==> config.mk <==
export PLATFORM = sky130hd
export DESIGN_NAME = burst_stream_driver
export DESIGN_NICKNAME = d
export VERILOG_FILES = /design/src/rtl/burst_stream_driver.sv
export SDC_FILE = /design/constraint.sdc
export NUM_CORES = 1
export LEC_CHECK = 0
export ABC_CLOCK_PERIOD_IN_PS = 2900
export BUFFER_PORTS_ARGS = -buffer_cell sky130_fd_sc_hd__buf_2
export CORE_MARGIN = 3
export CORE_UTILIZATION = 55
export DETAILED_ROUTE_END_ITERATION = 16
export PLACE_DENSITY_LB_ADDON = 0.08
export SYNTH_ARGS = -nofsm -noshare
export SYNTH_HDL_FRONTEND = slang
export SYNTH_SLANG_ARGS = --single-unit
==> constraint.sdc <==
create_clock -name clk -period 2.9 [get_ports clk]
set_clock_uncertainty 0.2 [all_clocks]
set_input_delay 0.435 -clock clk [delete_from_list [all_inputs] [get_ports clk]]
set_output_delay 0.435 -clock clk [all_outputs]
set_load 0.005 [all_outputs]
==> src/rtl/burst_stream_driver.sv <==
// Burst stimulus/loopback engine: plays a preloaded TX frame and captures the returned burst.
// Optional loopback compare is built when LOOPBACK_CHECK_EN is defined.
module burst_stream_driver #(
    parameter  int unsigned DW      = 16,
    parameter  int unsigned DEPTH   = 16,
    parameter  int unsigned TIMEOUT = 1024,
    localparam int unsigned AW      = $clog2(DEPTH),
    localparam int unsigned LW      = AW + 1
) (
    input  logic          clk,
    input  logic          rst,
    input  logic          cfg_we,
    input  logic [AW-1:0] cfg_addr,
    input  logic [DW-1:0] cfg_wdata,
    input  logic [LW-1:0] cfg_len,
    input  logic          start,
    output logic          busy,
    output logic          tx_valid,
    output logic [DW-1:0] tx_data,
    input  logic          rx_valid,
    input  logic [DW-1:0] rx_data,
    input  logic [AW-1:0] rd_addr,
    output logic [DW-1:0] rd_data,
    output logic [LW-1:0] rx_count,
    output logic          done,
    output logic          err_overflow,
    output logic          err_timeout,
    output logic          mismatch
);

    localparam int unsigned CW = $clog2(TIMEOUT + 1);

    typedef enum logic [2:0] {
        S_IDLE,
        S_SEND,
        S_WAIT,
        S_RECV,
        S_DONE
    } state_t;

    state_t        r_state;
    logic [LW-1:0] r_len;
    logic [LW-1:0] r_idx;
    logic [CW-1:0] r_wait_cnt;
    logic [LW-1:0] r_rx_count;
    logic          r_tx_valid;
    logic [DW-1:0] r_tx_data;
    logic          r_busy;
    logic          r_done;
    logic          r_err_overflow;
    logic          r_err_timeout;

    logic [DW-1:0] r_tx_buf [DEPTH];
    logic [DW-1:0] r_rx_buf [DEPTH];

    state_t        w_state_nxt;
    logic [LW-1:0] w_len_nxt;
    logic [LW-1:0] w_idx_nxt;
    logic [CW-1:0] w_wait_cnt_nxt;
    logic [LW-1:0] w_rx_count_nxt;
    logic          w_tx_valid_nxt;
    logic [DW-1:0] w_tx_data_nxt;
    logic          w_done_nxt;
    logic          w_err_ovf_nxt;
    logic          w_err_to_nxt;
    logic          w_tx_we;
    logic          w_rx_we;
    logic [AW-1:0] w_rx_waddr;

    // State and registered outputs
    always_ff @(posedge clk or posedge rst) begin
        if (rst) begin
            r_state        <= S_IDLE;
            r_len          <= '0;
            r_idx          <= '0;
            r_wait_cnt     <= '0;
            r_rx_count     <= '0;
            r_tx_valid     <= 1'b0;
            r_tx_data      <= '0;
            r_busy         <= 1'b0;
            r_done         <= 1'b0;
            r_err_overflow <= 1'b0;
            r_err_timeout  <= 1'b0;
        end else begin
            r_state        <= w_state_nxt;
            r_len          <= w_len_nxt;
            r_idx          <= w_idx_nxt;
            r_wait_cnt     <= w_wait_cnt_nxt;
            r_rx_count     <= w_rx_count_nxt;
            r_tx_valid     <= w_tx_valid_nxt;
            r_tx_data      <= w_tx_data_nxt;
            r_busy         <= (w_state_nxt != S_IDLE);
            r_done         <= w_done_nxt;
            r_err_overflow <= w_err_ovf_nxt;
            r_err_timeout  <= w_err_to_nxt;
        end
    end

    // Next-state and next-output logic
    always_comb begin
        w_state_nxt    = r_state;
        w_len_nxt      = r_len;
        w_idx_nxt      = r_idx;
        w_wait_cnt_nxt = r_wait_cnt;
        w_rx_count_nxt = r_rx_count;
        w_err_ovf_nxt  = r_err_overflow;
        w_err_to_nxt   = r_err_timeout;
        w_tx_valid_nxt = 1'b0;
        w_tx_data_nxt  = '0;
        w_done_nxt     = 1'b0;
        w_tx_we        = 1'b0;
        w_rx_we        = 1'b0;
        w_rx_waddr     = r_rx_count[AW-1:0];

        case (r_state)
            S_IDLE: begin
                w_tx_we = cfg_we;
                if (start && (cfg_len != '0)) begin
                    w_len_nxt      = (cfg_len > LW'(DEPTH)) ? LW'(DEPTH) : cfg_len;
                    w_idx_nxt      = '0;
                    w_rx_count_nxt = '0;
                    w_err_ovf_nxt  = 1'b0;
                    w_err_to_nxt   = 1'b0;
                    w_state_nxt    = S_SEND;
                end
            end
            S_SEND: begin
                w_tx_valid_nxt = 1'b1;
                w_tx_data_nxt  = r_tx_buf[r_idx[AW-1:0]];
                w_idx_nxt      = r_idx + LW'(1);
                if (r_idx == (r_len - LW'(1))) begin
                    w_wait_cnt_nxt = '0;
                    w_state_nxt    = S_WAIT;
                end
            end
            S_WAIT: begin
                if (rx_valid) begin
                    w_rx_we        = 1'b1;
                    w_rx_waddr     = '0;
                    w_rx_count_nxt = LW'(1);
                    w_state_nxt    = S_RECV;
                end else if (r_wait_cnt == CW'(TIMEOUT - 1)) begin
                    w_err_to_nxt = 1'b1;
                    w_done_nxt   = 1'b1;
                    w_state_nxt  = S_DONE;
                end else begin
                    w_wait_cnt_nxt = r_wait_cnt + CW'(1);
                end
            end
            S_RECV: begin
                if (rx_valid) begin
                    // Words beyond the buffer are dropped, only flagged
                    if (r_rx_count == LW'(DEPTH)) begin
                        w_err_ovf_nxt = 1'b1;
                    end else begin
                        w_rx_we        = 1'b1;
                        w_rx_count_nxt = r_rx_count + LW'(1);
                    end
                end else begin
                    w_done_nxt  = 1'b1;
                    w_state_nxt = S_DONE;
                end
            end
            S_DONE: begin
                w_state_nxt = S_IDLE;
            end
            default: begin
                w_state_nxt = S_IDLE;
            end
        endcase
    end

    // Buffers carry no reset so contents survive a mid-transfer reset
    always_ff @(posedge clk) begin
        if (w_tx_we) begin
            r_tx_buf[cfg_addr] <= cfg_wdata;
        end
        if (w_rx_we) begin
            r_rx_buf[w_rx_waddr] <= rx_data;
        end
    end

`ifdef LOOPBACK_CHECK_EN
    logic r_mismatch;

    always_ff @(posedge clk or posedge rst) begin
        if (rst) begin
            r_mismatch <= 1'b0;
        end else if ((r_state == S_IDLE) && (w_state_nxt == S_SEND)) begin
            r_mismatch <= 1'b0;
        end else if ((w_rx_we && ({1'b0, w_rx_waddr} < r_len) &&
                      (r_tx_buf[w_rx_waddr] != rx_data)) ||
                     (w_done_nxt && (w_rx_count_nxt != r_len))) begin
            r_mismatch <= 1'b1;
        end
    end

    assign mismatch = r_mismatch;
`else
    assign mismatch = 1'b0;
`endif

    assign busy         = r_busy;
    assign tx_valid     = r_tx_valid;
    assign tx_data      = r_tx_data;
    assign rd_data      = r_rx_buf[rd_addr];
    assign rx_count     = r_rx_count;
    assign done         = r_done;
    assign err_overflow = r_err_overflow;
    assign err_timeout  = r_err_timeout;

endmodule
[Word level (Yosys, flattened, before mapping)]
Memory sizes are Yosys's and may differ from the RTL's.
Cells that the tools add are included.
W data, S select, Z words.
Word-level totals
  flip-flop bits (word level): 50
  RAM bits: 512
  input port bits: 50
  word-level logic and storage cells: 89
  memories kept: 2
Memory list
  r_rx_buf: words 16, width 16, read ports 1, clocked after Yosys merged registers in 0, wr ports 1, RTL line 54  | logic [DW-1:0] r_rx_buf [DEPTH];
  r_tx_buf: words 16, width 16, read ports 1, clocked after Yosys merged registers in 0, wr ports 1, RTL line 53  | logic [DW-1:0] r_tx_buf [DEPTH];
Operators by class
  add/subtract/negate cells: 4
  order comparisons: 1
  equal/unequal tests: 15
  multiplexer cells: 41
  reductions and logical operators: 15
Operators by type and width (number)
  $mux W11: 3
  $mux W5: 5
  $pmux W11 S2: 1
  $ne A2 B2 Y1 const B: 9
  $mux W1: 17
  $mux W16: 1
  $mux W3: 5
  $pmux W5 S3: 1
  $pmux W3 S4: 1
  $reduce_and A4 Y1: 3
  $add A11 B1 Y11 const B: 1
  $eq A11 B10 Y1 const B: 1
  $add A5 B1 Y5 const B: 2
  $pmux W5 S2: 1
  $mux W4: 2
  $pmux W1 S2: 4
  $reduce_bool A2 Y1: 4
  $eq A3 B2 Y1 const B: 2
  $reduce_bool A3 Y1: 2
  $eq A5 B5 Y1: 1
  $eq A5 B5 Y1 const B: 1
  $gt A5 B5 Y1 const B: 1
  $reduce_and A5 Y1: 1
  $reduce_bool A5 Y1: 1
  other kinds (5): 6

[Longest topological paths before layout]
  word-level depth: 6
  mapped depth: 8
  gate-level depth less buffers: 7

[Least setup slack after synthesis]
Ideal clock, no wire load.
  kind: register to register
  start point: register r_state[1]
  end point: memory r_rx_buf[11][0], enable pin
  setup time: 0.430 ns
  arrival: 2.552 ns
  data required time: 2.270 ns
  slack: -0.282 ns
  stages on the path, launching flop included: 6
  buffers on the path: 1
  cell sequence: dfrtp_1 buf_2 nor2b_1 nand2_1 o211ai_1 nor4_1
On the way
  longest elaborated chain between the ends: 4
  elaborated cells on any way between the ends: 6
  those cells by class: 2 x eq/ne; 4 x mux
RTL lines
  from (decl): RTL line 41  | state_t r_state;
  from (signal assigned): RTL line 85  | r_state <= w_state_nxt;
  $eq A3 B2 Y1: RTL line 115  | case (r_state)
  $pmux W1 S2: RTL line 115
  $mux W1: RTL line 178  | if (w_rx_we) begin
  $mux W1 (implied by the code): RTL line 179  | r_rx_buf[w_rx_waddr] <= rx_data;
  to (decl): RTL line 54
Several ways; a longest one is shown, not always the timed one.

[Worst setup path after layout]
  start point: memory r_rx_buf[1][0]
  end point: output port rd_data[0]
On the way
  longest elaborated chain between the ends: 1
RTL lines
  $mem_v2 Z16 W16
  to (decl): RTL line 23  | output logic [DW-1:0] rd_data,
No other way between the ends.

==> results.txt <==
Synthesized instance count: 1017
Worst R2R Start: r_state[1]
Crit path largest cell delay: 0.52 ns
RSZ-0062 raised after global routing: false
Post-Syn Nets: 1072
DRC errors left: 0
# fillers: 2561
Gate family responsible for the most delay along the worst path: multiplexers
Die Ht: 206 um
Ys async rst share: 8.90%
P&R area growth vs syn: 16.6%
Largest net degree at the start of global routing: 69
Synthesized-area fraction occupied by ao, oa, aoi and oai cells: 1.61%
Clk sinks: 562
Cell variety after synth: 53
Largest family of logic cells by synthesized area: multiplexers
GPL Wtd Cong: 0.751
Critical path startpoint category: flop
CP max-delay cell: mux4_2
Overall Global Routing Usage: 22.0%
Crit-path cells: mux4_1, mux4_2, buf_2
Simple-Gate Fraction of Synth Area: 3.31%
Post-DR vias/cell: 5.96
Critical Path Sink: rd_data[0]
Post-route setup TNS: 0 ns
Max-slew violations: 0
HPWL after DPL: 25800 um
Final Hold Fails: 0
Fin util: 65.5%
DRT Pass-1 Iters: 7
Min-Delay Path Depth: 1
Number of cells on the critical path: 3
Share of layout cells above drive strength 1: 31.3%
Total grt overflow: 0
P_leak: 8.49 nW
Num rows: 72
Vias in the first global route: 10900
XOR/XNOR Fraction of Synth Area: 0.600%
R2r setup slk: 0.29 ns
Crit path max fanout: 1
Seq/Total Area, Yosys: 75.9%
First-pass GRT wire length: 68200 um
Worst-margin pin slew: 0.716 ns
Status: finished clean
Cells on worst reg2reg path: 6
Root Buffer: clkbuf_16
Setup Viol. Count Final: 0
Ports: 93
Starting Density: 56.2%
CP Capture Type: output port
Chip width: 206 um
Cell Area, Synth: 0.0219 mm2
Buffers on Ports: 91
Crit path buf inv count: 1
1st-iter DRT viols: 716
Clock Pin Slew Worst Setup and Hold Paths: 0.06 ns
Detail Route Antenna Nets: 0
Worst skew pair latency: 0.59 ns
Multiplexer share of the synthesized area: 16.8%
DR WL/cell: 25.4 um
Total power: 19.6 mW
Period utilization: 95.2%
CP Class: reg -> out
Worst EP required: 2.27 ns
Vias: 10500
Worst Path Arrival: 2.13 ns
Hold WC Path Type: in -> reg
Initial antenna violation count: 2
Post-Route WL: 44600 um
MaxCap Viol Count: 0
CTS tree: done
Yosys warning count: 0
RR Endpoint: r_tx_buf[4][14]
Post-Syn Area per Cell: 21.5 um2
Register Area: 0.0166 mm2
CTS Buf Count: 55
Minimum clock period: 2.76 ns
Main synth FF type: edfxtp_1
Post-synthesis register bit count: 562
Post-Synth Adder-Cell Area: 0.286%
Power per cell area: 769 mW/mm2
Peak supply drop: 0.463 mV
Achievable clock frequency: 362 MHz
Final #Nets: 1246
Slew Limit Headroom: 52.3%
Total die area: 0.0423 mm2
Core Area: 0.0390 mm2
CTS H-tree depth: 2
Setup bufs post-CTS: 0
Multi-input gate area: 0.00508 mm2
CTS max path bufs: 3
Crit path from: r_rx_buf[1][0]
Post-synth EDFFs: 512
flip-flops by register name (all words and copies together) (netlist names):
signal        flops
r_idx             5
r_state           3
busy              1
r_tx_buf        256
r_wait_cnt       11
tx_data          16
r_rx_buf        256
done              1
tx_valid          1
rx_count          5
err_overflow      1
r_len             5
err_timeout       1
synthesized netlist by cell type, types with 2 or more instances:
library cell,n,area share [%]
o22ai_1,17,0.49
buf_1,4,0.069
nand3_1,13,0.30
o211ai_1,4,0.14
clkbuf_1,11,0.19
inv_1,8,0.14
nor2_1,51,0.87
and3_1,2,0.057
o31ai_1,2,0.069
nor2b_1,4,0.11
o21ai_0,18,0.41
edfxtp_1,512,70
nand4_1,4,0.11
nand2_1,26,0.45
nand3b_1,4,0.14
nor4b_1,3,0.12
buf_6,6,0.31
mux4_2,114,12
and3b_1,2,0.080
a21oi_1,4,0.091
buf_4,8,0.27
a21o_1,2,0.069
dfrtp_1,50,5.7
or3_1,4,0.11
nand2b_1,6,0.17
nor4_1,3,0.086
nor3_1,11,0.25
xor2_1,5,0.20
o21a_1,2,0.069
mux4_1,30,3.6
ha_1,5,0.29
buf_2,21,0.48
mux2i_1,32,1.5
xnor2_1,10,0.40
repair_timing:
action | 4_1_cts | 5_1_grt
gates resized for setup | 0 | 0
hold endpoints to repair | 75 | 0
hold buffers | 10 | 0
cell usage in the layout (no fill, tap or decap), drive strengths merged, types with 7 or more instances in the layout:
| cell type | n |
|---|---|
| buf | 158 |
| o21ai | 18 |
| o22ai | 17 |
| edfxtp | 512 |
| clkinv | 15 |
| clkbuf | 80 |
| nor2 | 51 |
| nor3 | 12 |
| mux4 | 144 |
| inv | 8 |
| xnor2 | 10 |
| dfrtp | 50 |
| nand2b | 7 |
| mux2i | 32 |
| dlygate4sd3 | 10 |
| nand3 | 13 |
| nand2 | 26 |
worst min-delay path by stage:
| stage | to | start | slack [ns] |
|---|---|---|---|
| 3_3_place_gp | done | rst | 0.14 |
| 4_1_cts | r_rx_buf[10][14] | rx_data[14] | 0.0003 |
| 2_1_floorplan | r_len[4] | r_len[4] | 0.27 |
| 6_report | r_rx_buf[11][14] | rx_data[14] | 0.03 |
| 3_5_place_dp | done | rst | 0.14 |
| 5_1_grt | r_rx_buf[11][14] | rx_data[14] | 0.02 |
metrics by stage:
step / area, um2 / instances / setup WS (ns) / hold WS [ns]
2_1_floorplan: 21900 / 1017 / 0.0452 / 0.267
3_3_place_gp: 23700 / 1642 / 0.208 / 0.136
3_5_place_dp: 23700 / 1642 / 0.205 / 0.143
4_1_cts: 25500 / 1753 / 0.103 / 0.000304
5_1_grt: 25500 / 1753 / 0.0405 / 0.0153
6_report: 25500 / 1754 / 0.139 / 0.0257
per-layer routing:
layer	part of all wire [%]	track usage (%)
met1	40	29.3
met2	53	38.2
met3	5.4	3.73
met4	2.0	5.74
met5	0.061	0
power by group:
group | internal (mW) | switching (mW) | leakage [nW]
clock network | 4.14 | 2.84 | 0.865
logic | 1.54 | 1.76 | 2.37
registers | 9.17 | 0.197 | 5.26
total | 14.8 | 4.79 | 8.49
cell families after synthesis:
kind of cell,after synthesis
flip-flops,562
multiplexers,176
AND/OR/NAND/NOR,143
buffers and inverters,59
AO/OA/AOI/OAI,56
XOR/XNOR,15
adder cells (fa/ha/maj),5
other,1
cell type report:
cell class | instances | share of cell area, %
Timing Repair Buffer | 168 | 5.38
Clock buffer | 80 | 6.08
Tap cell | 518 | 2.54
Inverter | 8 | 0.118
Sequential cell | 562 | 65.1
Clock inverter | 21 | 0.886
Antenna cell | 1 | 0.00979
Multi-Input combinational cell | 396 | 19.9
No activity file was read; power rests on OpenSTA's default activity.
